### config.mk
export PLATFORM = sky130hd
export DESIGN_NAME = pattern_tx
export DESIGN_NICKNAME = d
export VERILOG_FILES = /design/src/rtl/pattern_tx_pkg.sv /design/src/rtl/pattern_shreg.sv /design/src/rtl/pattern_tx.sv
export SDC_FILE = /design/constraint.sdc
export NUM_CORES = 1
export LEC_CHECK = 0
export CORE_ASPECT_RATIO = 2
export CORE_UTILIZATION = 40
export DETAILED_ROUTE_END_ITERATION = 8
export GPL_TIMING_DRIVEN = 0
export HOLD_SLACK_MARGIN = 0.03
export PLACE_DENSITY_LB_ADDON = 0.05
export SYNTH_ARGS = -nofsm -noshare
export SYNTH_HDL_FRONTEND = slang
export SYNTH_SLANG_ARGS = --single-unit
### constraint.sdc
create_clock -name ck -period 1.6 [get_ports ck]
set_input_delay 0.48 -clock ck [delete_from_list [all_inputs] [get_ports ck]]
set_output_delay 0.48 -clock ck [all_outputs]
set_load 0.01 [all_outputs]
### src/rtl/pattern_tx_pkg.sv
// Shared encodings for the serial pattern transmitter
// and its downstream "10010" detector bench.
package pattern_tx_pkg;

  typedef enum logic [1:0] {
    ST_IDLE  = 2'b00,
    ST_SHIFT = 2'b01,
    ST_GAP   = 2'b10,
    ST_DONE  = 2'b11
  } state_t;

  localparam logic [4:0] PAT_10010 = 5'b10010;

endpackage

### src/rtl/pattern_shreg.sv
// Loadable left-shift register, zero fill, MSB out.
// Load wins over shift when both are asserted.
module pattern_shreg #(
  parameter int W = 5
) (
  input  logic         ck,
  input  logic         rs,
  input  logic         ld,
  input  logic         en,
  input  logic [W-1:0] d,
  output logic         msb
);

  logic [W-1:0] q;

  always_ff @(posedge ck or posedge rs) begin
    if (rs) begin
      q <= '0;
    end else if (ld) begin
      q <= d;
    end else if (en) begin
      q <= {q[W-2:0], 1'b0};
    end
  end

  assign msb = q[W-1];

endmodule

### src/rtl/pattern_tx.sv
// Serial pattern transmitter: MSB-first, N repetitions,
// optional zero gap between repetitions.
module pattern_tx
  import pattern_tx_pkg::*;
#(
  parameter int             W       = 5,
  parameter logic [W-1:0]   PAT_DEF = PAT_10010,
  parameter int             CNT_W   = 4,
  parameter int             GAP     = 1
) (
  input  logic             ck,
  input  logic             rs,
  input  logic             start,
  input  logic             abort,
  input  logic [W-1:0]     pat,
  input  logic [CNT_W-1:0] rpt,
  output logic             s,
  output logic             sv,
  output logic             busy,
  output logic             done,
  output logic [1:0]       c
);

  localparam int BC_W = $clog2(W);
  localparam int GC_W = (GAP > 1) ? $clog2(GAP) : 1;
  localparam logic [BC_W-1:0] BC_TOP = BC_W'(W - 1);
  localparam logic [GC_W-1:0] GC_TOP =
    (GAP > 0) ? GC_W'(GAP - 1) : '0;
  localparam logic [CNT_W-1:0] ONE = CNT_W'(1);

  state_t           st;
  logic [W-1:0]     pr;
  logic [BC_W-1:0]  bc;
  logic [CNT_W-1:0] rc;
  logic [GC_W-1:0]  gc;

  logic         ld;
  logic         en;
  logic [W-1:0] ld_d;
  logic         msb;

  // Reload from the shadow copy at each repetition boundary.
  assign ld =
    (st == ST_IDLE && start) ||
    (!abort && st == ST_SHIFT && bc == '0 &&
     rc > ONE && GAP == 0) ||
    (!abort && st == ST_GAP && gc == '0);
  assign en   = (st == ST_SHIFT) && !abort;
  assign ld_d = (st == ST_IDLE) ? pat : pr;

  pattern_shreg #(.W(W)) u_shreg (
    .ck  (ck),
    .rs  (rs),
    .ld  (ld),
    .en  (en),
    .d   (ld_d),
    .msb (msb)
  );

  always_ff @(posedge ck or posedge rs) begin
    if (rs) begin
      st <= ST_IDLE;
      pr <= PAT_DEF;
      bc <= '0;
      rc <= '0;
      gc <= '0;
    end else begin
      unique case (st)
        ST_IDLE: begin
          if (start) begin
            pr <= pat;
            rc <= (rpt == '0) ? ONE : rpt;
            bc <= BC_TOP;
            st <= ST_SHIFT;
          end
        end
        ST_SHIFT: begin
          if (abort) begin
            st <= ST_IDLE;
          end else if (bc == '0) begin
            if (rc > ONE) begin
              rc <= rc - ONE;
              if (GAP > 0) begin
                st <= ST_GAP;
                gc <= GC_TOP;
              end else begin
                bc <= BC_TOP;
              end
            end else begin
              st <= ST_DONE;
            end
          end else begin
            bc <= bc - BC_W'(1);
          end
        end
        ST_GAP: begin
          if (abort) begin
            st <= ST_IDLE;
          end else if (gc == '0) begin
            bc <= BC_TOP;
            st <= ST_SHIFT;
          end else begin
            gc <= gc - GC_W'(1);
          end
        end
        ST_DONE: st <= ST_IDLE;
      endcase
    end
  end

  assign s    = (st == ST_SHIFT) && msb;
  assign sv   = (st == ST_SHIFT);
  assign busy = (st == ST_SHIFT) || (st == ST_GAP);
  assign done = (st == ST_DONE);
  assign c    = st;

endmodule
==> key figures, run 1 <==
Run status
  – Status: complete, but fails checks
  – Violated checks: negative setup slack

Power
  – Sw frac: 40.1%
  – Power per cell area: 2100 mW/mm^2
  – Sequential share of power: 24.6%
  – P_int: 2.23 mW
  – Leakage: 0.772 nW
  – Net Switching: 1.50 mW
  – Clock power share: 9.2%
  – Max IR drop VDD: 1.07 mV
  – Total Power: 3.73 mW
  – Share of total power in combinational logic: 66.3%

Global route
  – Antenna violations before repair: 0
  – GR Overflow Total: 0
  – Vias in the first global route: 1020
  – GR Util All Layers: 19.3%
  – Largest net degree at the start of global routing: 20
  – First-pass GRT wire length: 4320 um

Placed design
  – Routability Congestion: 0.682
  – DP HPWL: 2000 um
  – Cells after DPL: 162
  – # port buffers: 18

Final layout
  – Fill cell count: 234
  – Non-Filler Instances: 182
  – Final Core Density: 63.3%
  – Final net count: 175
  – Number of diodes: 0
  – Area growth, synth to finish: 46.6%
  – Layout cells sized above 1: 48.4%

Logic synthesis
  – Synth unique cells: 35
  – Synth area leader: dfrtp_1
  – Mean post-synth cell area: 10.5 um^2
  – Dominant cells by area after synthesis: dfrtp_1, ha_1, mux2_4
  – Post-synth EDFFs: 0
  – Seq/Total Area, Yosys: 39.5%
  – Most instantiated library cell after synthesis: dfrtp_1
  – Asr flop ratio synth: 100%
  – Mapped Area: 0.00121 mm^2
  – Most instantiated cells after synthesis: dfrtp_1, a21oi_1, inv_1, nor2_1, ha_1
  – Cells after Synth: 115
  – Yosys top cell area share: 35.2%
  – YS warnings: 0
  – Prevailing post-synth register cell: dfrtp_1
  – Synth Register Bits: 19
  – Syn Nets: 136

Clock tree
  – Hold_buf cts: 0
  – CTS max path bufs: 2
  – CTS Buf Count: 3
  – Worst skew pair latency: 0.26 ns
  – Clock root cell: clkbuf_8
  – # H-tree levels: 1
  – Worst-path clk slew: 0.08 ns
  – Clock sink count: 19
  – TritonCTS clock tree: done

Detailed routing
  – 1st-iter DRT viols: 12
  – Routed wire length: 2950 um
  – DR vias/cell: 5.61
  – Via count: 1021
  – Antenna Nets Post-Route: 0
  – First drt pass iteration count: 4
  – Post-route DRC: 0
  – Routed WL per cell: 16.2 um

Timing
  – Final Hold Fails: 0
  – Worst Tran Pin Value: 0.769 ns
  – Relative max-transition margin: 48.7%
  – Setup TNS: -1.02 ns
  – Setup WS post-layout: -0.206 ns
  – Skew final: 0.00567 ns
  – Final Max Slew Viols: 0
  – Tcrit/Tclk final: 113%
  – Fmax: 0.554 GHz
  – Final setup fails: 14
  – Min Hold Slack: 0.509 ns
  – RSZ-0062 raised after global routing: yes
  – Fin crit period: 1.81 ns

Worst hold path
  – Hold path start: pr[3]$_DFFE_PP0P_
  – Hold WC Path Type: register to register

Setup path
  – CP Data Arrival Time: 1.33 ns
  – CP endpoint kind: output port
  – Critical Path RT: 1.12 ns
  – Worst reg2reg startpoint: c[0]$_DFFE_PP0P_
  – Critical setup path kind: register to output port
  – CP startpoint: c[0]$_DFFE_PP0P_
  – Critical path launch point type: register
  – Crit-path max FO: 3

Die
  – Cell row count: 27
  – Total die area: 0.00326 mm^2
  – Die Y: 79.8 um
  – Initial Utilization: 43.2%
  – Die X: 40.9 um
  – # IOs: 19
  – Core Footprint: 0.00280 mm^2

Flow run
  – Max Cap Viol: 0
[logic make-up after synthesis]
logic type / count (synthesis) / share of synthesized area, %
AO/OA/AOI/OAI: 30 / 18.8
AND/OR/NAND/NOR: 29 / 13.0
flip-flops: 19 / 39.5
buffers and inverters: 15 / 6.62
multiplexers: 14 / 13.8
adder cells (fa/ha/maj): 8 / 8.27
[power by group through the flow]
| stage | Clock (mW) | Combinational (mW) | Sequential [mW] |
|---|---|---|---|
| 4_1_cts | 0.350 | 1.96 | 0.904 |
| 6_report | 0.341 | 2.47 | 0.916 |
| 3_5_place_dp | 0 | 1.75 | 0.927 |
| 3_3_place_gp | 0 | 1.71 | 0.916 |
| 5_1_grt | 0.368 | 2.66 | 0.940 |
| 2_1_floorplan | 0 | 1.34 | 0.886 |
[worst max-delay path, stage by stage (launching register included)]
cell,delay [ns]
dfrtp_2,0.44
ha_4,0.18
buf_8,0.12
buf_6,0.11
and2_4,0.13
buf_6,0.11
[metal layers]
| layer | part of all wire [%] | global-route usage, % |
|---|---|---|
| met5 | 0 | 0 |
| met4 | 1.9 | 6.00 |
| met3 | 2.2 | 1.67 |
| met2 | 62 | 39.4 |
| met1 | 34 | 16.3 |
[worst paths after layout]
kind,depth (start not counted),endpoint,slack (ns)
hold / removal,1,pr[3]$_DFFE_PP0P_,0.51
max in group asynchronous,2,c[0]$_DFFE_PP0P_,0.41
min in group asynchronous,2,bc[0]$_DFFE_PP0P_,0.65
setup / recovery,5,s,-0.21
hold reg to reg,1,pr[3]$_DFFE_PP0P_,0.51
setup reg to reg,8,u_shreg.q[4]$_DFFE_PP0P_,-0.12
[metrics by stage]
step / setup WS, ns / area (um^2)
2_1_floorplan: -0.0278 / 1230
3_3_place_gp: -0.521 / 1450
3_5_place_dp: -0.540 / 1450
4_1_cts: -0.205 / 1570
5_1_grt: -0.239 / 1770
6_report: -0.206 / 1770
[cell usage in the layout, fill, tap and decap left out, drive strengths merged]
cell and instances:
o2bb2ai 1, o31a 1, o32a 2, buf 24, o31ai 1, clkdlybuf4s15 2
mux2i 5, nor2 10, a21oi 12, nand2 8, and2 1, o211ai 1
o22ai 1, o22a 4, nor2b 3, dfrtp 17, dfstp 2, o21ai 1
and3 1, nor3 3, a211oi 1, mux2 9, inv 10, o2111ai 1
a31oi 2, nand2b 3, clkbuf 4, ha 8, clkdlybuf4s50 11, o41ai 2
dlygate4sd2 2
[timing repair]
action	in CTS	in global routing
setup endpoints to repair	15	19
pin swaps	5	11
cloned	0	1
gates resized for setup	26	35
setup buffers	8	9
[registers in the layout, summed over array words and instances, names as in the netlist]
signal,cells
bc,3
c,2
pr,5
rc,4
u_shreg.q,5
[area by class of cell]
| type | count | area (um^2) | share of cell area (%) |
|---|---|---|---|
| inverters | 10 | 40.0 | 2.26 |
| well taps | 29 | 36.3 | 2.05 |
| multi-input cells | 81 | 820 | 46.2 |
| flip-flops and latches | 19 | 479 | 27.0 |
| clock buffers | 4 | 45.0 | 2.54 |
| plain buffers | 4 | 48.8 | 2.75 |
| repair buffers | 35 | 305 | 17.2 |
Power figures use the tool's default switching activity.
==> run 2: changes to the inputs <==
- CORE_ASPECT_RATIO: 2 -> 1.1
- SETUP_SLACK_MARGIN: default -> 0.05
==> run 2 against run 1 <==
The flow still finishes with violations (negative setup slack); wire length decreased by 7.6%; sequential share of layout area shrank 0.068 points; total power up 0.94%; die area decreased by 0.41%; critical path type unchanged; critical endpoint unchanged; largest power group unchanged.
==> key figures, run 2 (same netlist as run 1, synthesis figures left out) <==
Setup path
  – R2R Path End: bc[2]$_DFFE_PP0P_
  – Critical Path RT: 1.12 ns
  – Worst reg2reg startpoint: c[0]$_DFFE_PP0P_
  – CP startpoint: c[0]$_DFFE_PP0P_
  – Critical Path Max Stage Delay: 0.45 ns
  – Worst path slowest cell: dfrtp_2
  – CP Data Arrival Time: 1.37 ns
  – Most frequent cell on the critical path: buf_6
  – R2R setup slack: -0.15 ns
  – Crit path max-delay family: flip-flops
  – Critical path launch point type: register
  – Bufs and invs on worst path: 3
  – Levels on crit path: 5
  – R2R depth: 10
  – Worst setup endpoint: s
  – Crit-path max FO: 3
  – Worst-path cell chain: ha_4 > buf_6 > buf_6 > and2_4 > buf_6
  – Critical setup path kind: register to output port
  – CP endpoint kind: output port

Power
  – P_int: 2.29 mW
  – Clock power share: 6.7%
  – Power per cell area: 2110 mW/mm^2
  – Net Switching: 1.48 mW
  – Share of total power in combinational logic: 69.0%
  – Sw frac: 39.2%
  – Max IR drop VDD: 1.17 mV
  – Total Power: 3.76 mW
  – Sequential share of power: 24.3%
  – Leakage: 0.781 nW

Detailed routing
  – DR vias/cell: 5.30
  – Post-route DRC: 0
  – Antenna Nets Post-Route: 0
  – Routed WL per cell: 14.5 um
  – Via count: 997
  – Routed wire length: 2730 um
  – 1st-iter DRT viols: 20
  – First drt pass iteration count: 4

Timing
  – RSZ-0062 raised after global routing: yes
  – Skew final: 0.00191 ns
  – Final Max Slew Viols: 0
  – Tcrit/Tclk final: 116%
  – Final setup fails: 15
  – Fmax: 0.541 GHz
  – Min Hold Slack: 0.515 ns
  – Fin crit period: 1.85 ns
  – Worst Tran Pin Value: 0.724 ns
  – Final Hold Fails: 0
  – Relative max-transition margin: 51.7%
  – Setup WS post-layout: -0.249 ns

Clock tree
  – Clock sink count: 19
  – TritonCTS clock tree: done
  – Hold_buf cts: 0
  – Worst-path clk slew: 0.11 ns
  – # H-tree levels: 1
  – Worst skew pair latency: 0.30 ns
  – CTS Buf Count: 3
  – Clock root cell: clkbuf_4
  – CTS max path bufs: 2

Final layout
  – Fill cell count: 243
  – Final Core Density: 63.2%
  – Final net count: 177
  – Most frequent cells in the layout: dfrtp_1, buf_4, clkdlybuf4s50_1
  – Number of diodes: 0
  – Area growth, synth to finish: 47.8%
  – Register area: 482 um^2
  – Layout cells sized above 1: 51.0%
  – Biggest regs: pr (5), u_shreg.q (5), rc (4)
  – Finished Cell Area: 0.00179 mm^2
  – Most common cell after layout, fill and taps aside: dfrtp_1
  – Footprint of the multi-input gates: 802 um^2

Die
  – Initial Utilization: 42.8%
  – Total die area: 0.00325 mm^2
  – Core Footprint: 0.00283 mm^2
  – Die Y: 59.7 um
  – Die X: 54.4 um
  – Cell row count: 20
  – # IOs: 19

Placed design
  – DP HPWL: 1730 um
  – # port buffers: 18
  – Routability Congestion: 0.707
  – Placed inst area: 0.00146 mm^2

Global route
  – GR Util All Layers: 18.7%
  – GR Overflow Total: 0
  – GRT met1 Usage: 23.2%
  – Antenna violations before repair: 0
  – Largest net degree at the start of global routing: 20
  – First-pass GRT wire length: 4340 um
  – Vias in the first global route: 989
  – GR Util met3: 3.05%
  – M2 GR Usage: 32.9%
  – GRT busiest layer: met2

Run status
  – Status: complete, but fails checks
  – Violated checks: negative setup slack

Flow run
  – Max Cap Viol: 0

Worst hold path
  – Hold path start: bc[1]$_DFFE_PP0P_
  – Hold WC Path Type: register to register
==> run 2: cell types whose count changed in the layout (fill, tap and decap cells not counted), sizes merged <==
cell and delta:
dlygate4sd2 -1, clkdlybuf4s15 -2, buf +5
==> run 2: worst min path at each step <==
| stage | end | slack (ns) | cells after the start |
|---|---|---|---|
| floorplan | bc[0]$_DFFE_PP0P_ | 0.43 | 1 |
| global placement | bc[1]$_DFFE_PP0P_ | 0.48 | 1 |
| detailed placement | bc[1]$_DFFE_PP0P_ | 0.48 | 1 |
| CTS | bc[1]$_DFFE_PP0P_ | 0.51 | 1 |
| global route | pr[3]$_DFFE_PP0P_ | 0.53 | 1 |
| finish | bc[1]$_DFFE_PP0P_ | 0.51 | 1 |
==> run 2: power groups by stage <==
stage	clock [mW]	sequential (mW)	combinational, mW
after floorplan	0	0.889	1.34
after global placement	0	0.909	1.71
after detailed placement	0	0.925	1.74
after CTS	0.263	0.900	2.18
after global routing	0.277	0.949	2.79
final	0.252	0.914	2.60
==> run 2: area by class of cell <==
| class | instances | share of cell area [%] |
|---|---|---|
| plain buffers | 5 | 3.57 |
| flip-flops and latches | 19 | 26.9 |
| clock buffers | 4 | 1.47 |
| inverters | 10 | 2.38 |
| repair buffers | 36 | 18.5 |
| well taps | 33 | 2.31 |
| multi-input cells | 81 | 44.9 |
==> run 2: timing repair <==
item / 4_1_cts / 5_1_grt
pin swaps: 9 / 4
hold endpoints to repair: 0 / 0
gates cloned: 1 / 0
gates resized for setup: 45 / 23
buffers inserted: 11 / 6
endpoints found under the setup margin: 21 / 18
==> run 2: through the flow <==
| stage | instances | TNS (ns) | worst slack [ns] |
|---|---|---|---|
| 2_1_floorplan | 115 | 0 | 0.0447 |
| 3_3_place_gp | 166 | -4.05 | -0.486 |
| 3_5_place_dp | 166 | -4.15 | -0.493 |
| 4_1_cts | 182 | -1.34 | -0.261 |
| 5_1_grt | 188 | -2.38 | -0.282 |
| 6_report | 188 | -1.72 | -0.249 |
==> run 2: layer usage <==
metal	wire length [um]	share of wire [%]	vias up
met3	58	2.1	4
met4	21	0.77	0
met2	1500	55	15
met5	0	0	-
met1	1150	42	491
li1	-	-	487
==> run 3: changes to the inputs <==
- CORE_UTILIZATION: 40 -> 47
- TNS_END_PERCENT: default -> 5
==> run 3 against run 2 <==
The run still ends with negative setup slack left; clock power down 2%; combinational power down 27%; via count down 10%; total power down 19%; largest power group unchanged.
==> key figures, run 3 (same netlist as run 1, synthesis figures left out) <==
Clock tree
  – Worst-path clk slew: 0.11 ns
  – CTS Buf Count: 3
  – # H-tree levels: 1
  – TritonCTS clock tree: done
  – Clock sink count: 19
  – Worst skew pair latency: 0.30 ns
  – CTS max path bufs: 2
  – Hold_buf cts: 0
  – Clock root cell: clkbuf_4

Power
  – Leakage: 0.692 nW
  – Max IR drop VDD: 1.17 mV
  – Power per cell area: 1970 mW/mm^2

Die
  – Die X: 50.4 um
  – Cell row count: 18
  – # IOs: 19
  – Initial Utilization: 51.7%
  – Core Footprint: 0.00234 mm^2
  – Die Y: 55.2 um
  – Total die area: 0.00278 mm^2

Timing
  – Final setup fails: 7
  – Tcrit/Tclk final: 116%
  – Final Hold Fails: 0
  – Worst Tran Pin Value: 0.726 ns
  – Skew final: 0.00238 ns
  – Fin crit period: 1.86 ns
  – Relative max-transition margin: 51.5%
  – Fmax: 0.538 GHz
  – RSZ-0062 raised after global routing: yes
  – Final Max Slew Viols: 0
  – Setup WS post-layout: -0.259 ns

Setup path
  – Critical path launch point type: register
  – Crit-path max FO: 5
  – Critical setup path kind: register to output port
  – Critical Path RT: 1.12 ns
  – R2R depth: 8
  – CP Data Arrival Time: 1.38 ns
  – CP endpoint kind: output port

Global route
  – GR Util met3: 1.65%
  – GR Overflow Total: 0
  – Vias in the first global route: 923
  – GR Util All Layers: 18.0%
  – GRT met1 Usage: 22.1%
  – First-pass GRT wire length: 3910 um
  – M2 GR Usage: 31.8%
  – Antenna violations before repair: 0
  – GRT busiest layer: met2
  – Largest net degree at the start of global routing: 20

Worst hold path
  – Hold WC Path Type: register to register
  – Worst hold path depth: 1

Run status
  – Violated checks: negative setup slack
  – Status: complete, but fails checks

Final layout
  – Final Core Density: 66.2%
  – Finished Cell Area: 0.00155 mm^2
  – Number of diodes: 0
  – Area growth, synth to finish: 28.1%
  – Most frequent cells in the layout: dfrtp_1, clkdlybuf4s50_1, a21oi_1
  – Most common cell after layout, fill and taps aside: dfrtp_1
  – Biggest regs: pr (5), u_shreg.q (5), rc (4)
  – Fill cell count: 182
  – Final net count: 162
  – Layout cells sized above 1: 36.4%

Placed design
  – Placed inst area: 0.00145 mm^2
  – Routability Congestion: 0.722
  – # port buffers: 18
  – DP HPWL: 1640 um

Detailed routing
  – 1st-iter DRT viols: 11
  – Routed wire length: 2330 um
  – Routed WL per cell: 13.7 um
  – Post-route DRC: 0
  – First drt pass iteration count: 4
  – Via count: 897
  – Antenna Nets Post-Route: 0
  – DR vias/cell: 5.28

Flow run
  – Max Cap Viol: 0
-- run 3: cell types whose count changed in the layout (fill, tap and decap cells not counted), sizes merged --
cell,delta
clkbuf,-1
buf,-16
clkdlybuf4s50,+1
clkinv,+1
-- run 3: worst max-delay path, stage by stage, from the launching register on --
cell,delay [ns]
dfrtp_2,0.47
ha_4,0.17
buf_6,0.11
buf_6,0.10
and2_4,0.12
buf_6,0.11
-- run 3: stage by stage --
stage | hold WS (ns) | power, mW | setup TNS, ns | instances | worst slack, ns
after detailed placement | 0.481 | 2.64 | -3.71 | 163 | -0.473
after floorplan | 0.430 | 2.23 | 0 | 115 | 0.0447
after CTS | 0.512 | 2.94 | -0.854 | 170 | -0.282
after global routing | 0.543 | 3.30 | -1.26 | 170 | -0.314
final | 0.515 | 3.06 | -0.625 | 170 | -0.259
after global placement | 0.474 | 2.59 | -3.54 | 163 | -0.466
-- run 3: area by class of cell --
class / instances / area [um^2] / area share (%)
inverters: 10 / 37.5 / 2.42
well taps: 30 / 37.5 / 2.42
clock buffers: 3 / 22.5 / 1.45
plain buffers: 5 / 68.8 / 4.44
flip-flops and latches: 19 / 480 / 31.0
repair buffers: 21 / 186 / 12.0
clock inverters: 1 / 5.00 / 0.323
multi-input cells: 81 / 712 / 45.9
-- run 3: routing by layer --
layer | routed length, um | part of all wire (%) | vias to the layer above
li1 | - | - | 456
met1 | 1030 | 44 | 433
met2 | 1250 | 54 | 6
met3 | 33 | 1.4 | 2
met4 | 14 | 0.60 | 0
met5 | 0 | 0 | -
-- run 3: worst paths after layout --
path / from / end / slack (ns)
setup / recovery: c[0]$_DFFE_PP0P_ / s / -0.26
hold / removal: bc[1]$_DFFE_PP0P_ / bc[1]$_DFFE_PP0P_ / 0.51
setup reg to reg: c[0]$_DFFE_PP0P_ / u_shreg.q[2]$_DFFE_PP0P_ / -0.04
hold reg to reg: bc[1]$_DFFE_PP0P_ / bc[1]$_DFFE_PP0P_ / 0.51
max in group asynchronous: rs / c[0]$_DFFE_PP0P_ / 0.51
min in group asynchronous: rs / u_shreg.q[3]$_DFFE_PP0P_ / 0.59
-- run 3: what timing repair did --
| action | 4_1_cts | 5_1_grt |
|---|---|---|
| pin swaps | 3 | 2 |
| endpoints found under the setup margin | 17 | 21 |
| buffers inserted | 3 | 0 |
| resized for setup | 24 | 16 |
-- run 3: report_power, final --
group / internal, mW / leakage, nW / switching (mW) / total (mW)
combinational: 1.00 / 0.459 / 0.898 / 1.90
sequential: 0.737 / 0.216 / 0.175 / 0.912
clock: 0.0931 / 0.0177 / 0.155 / 0.248
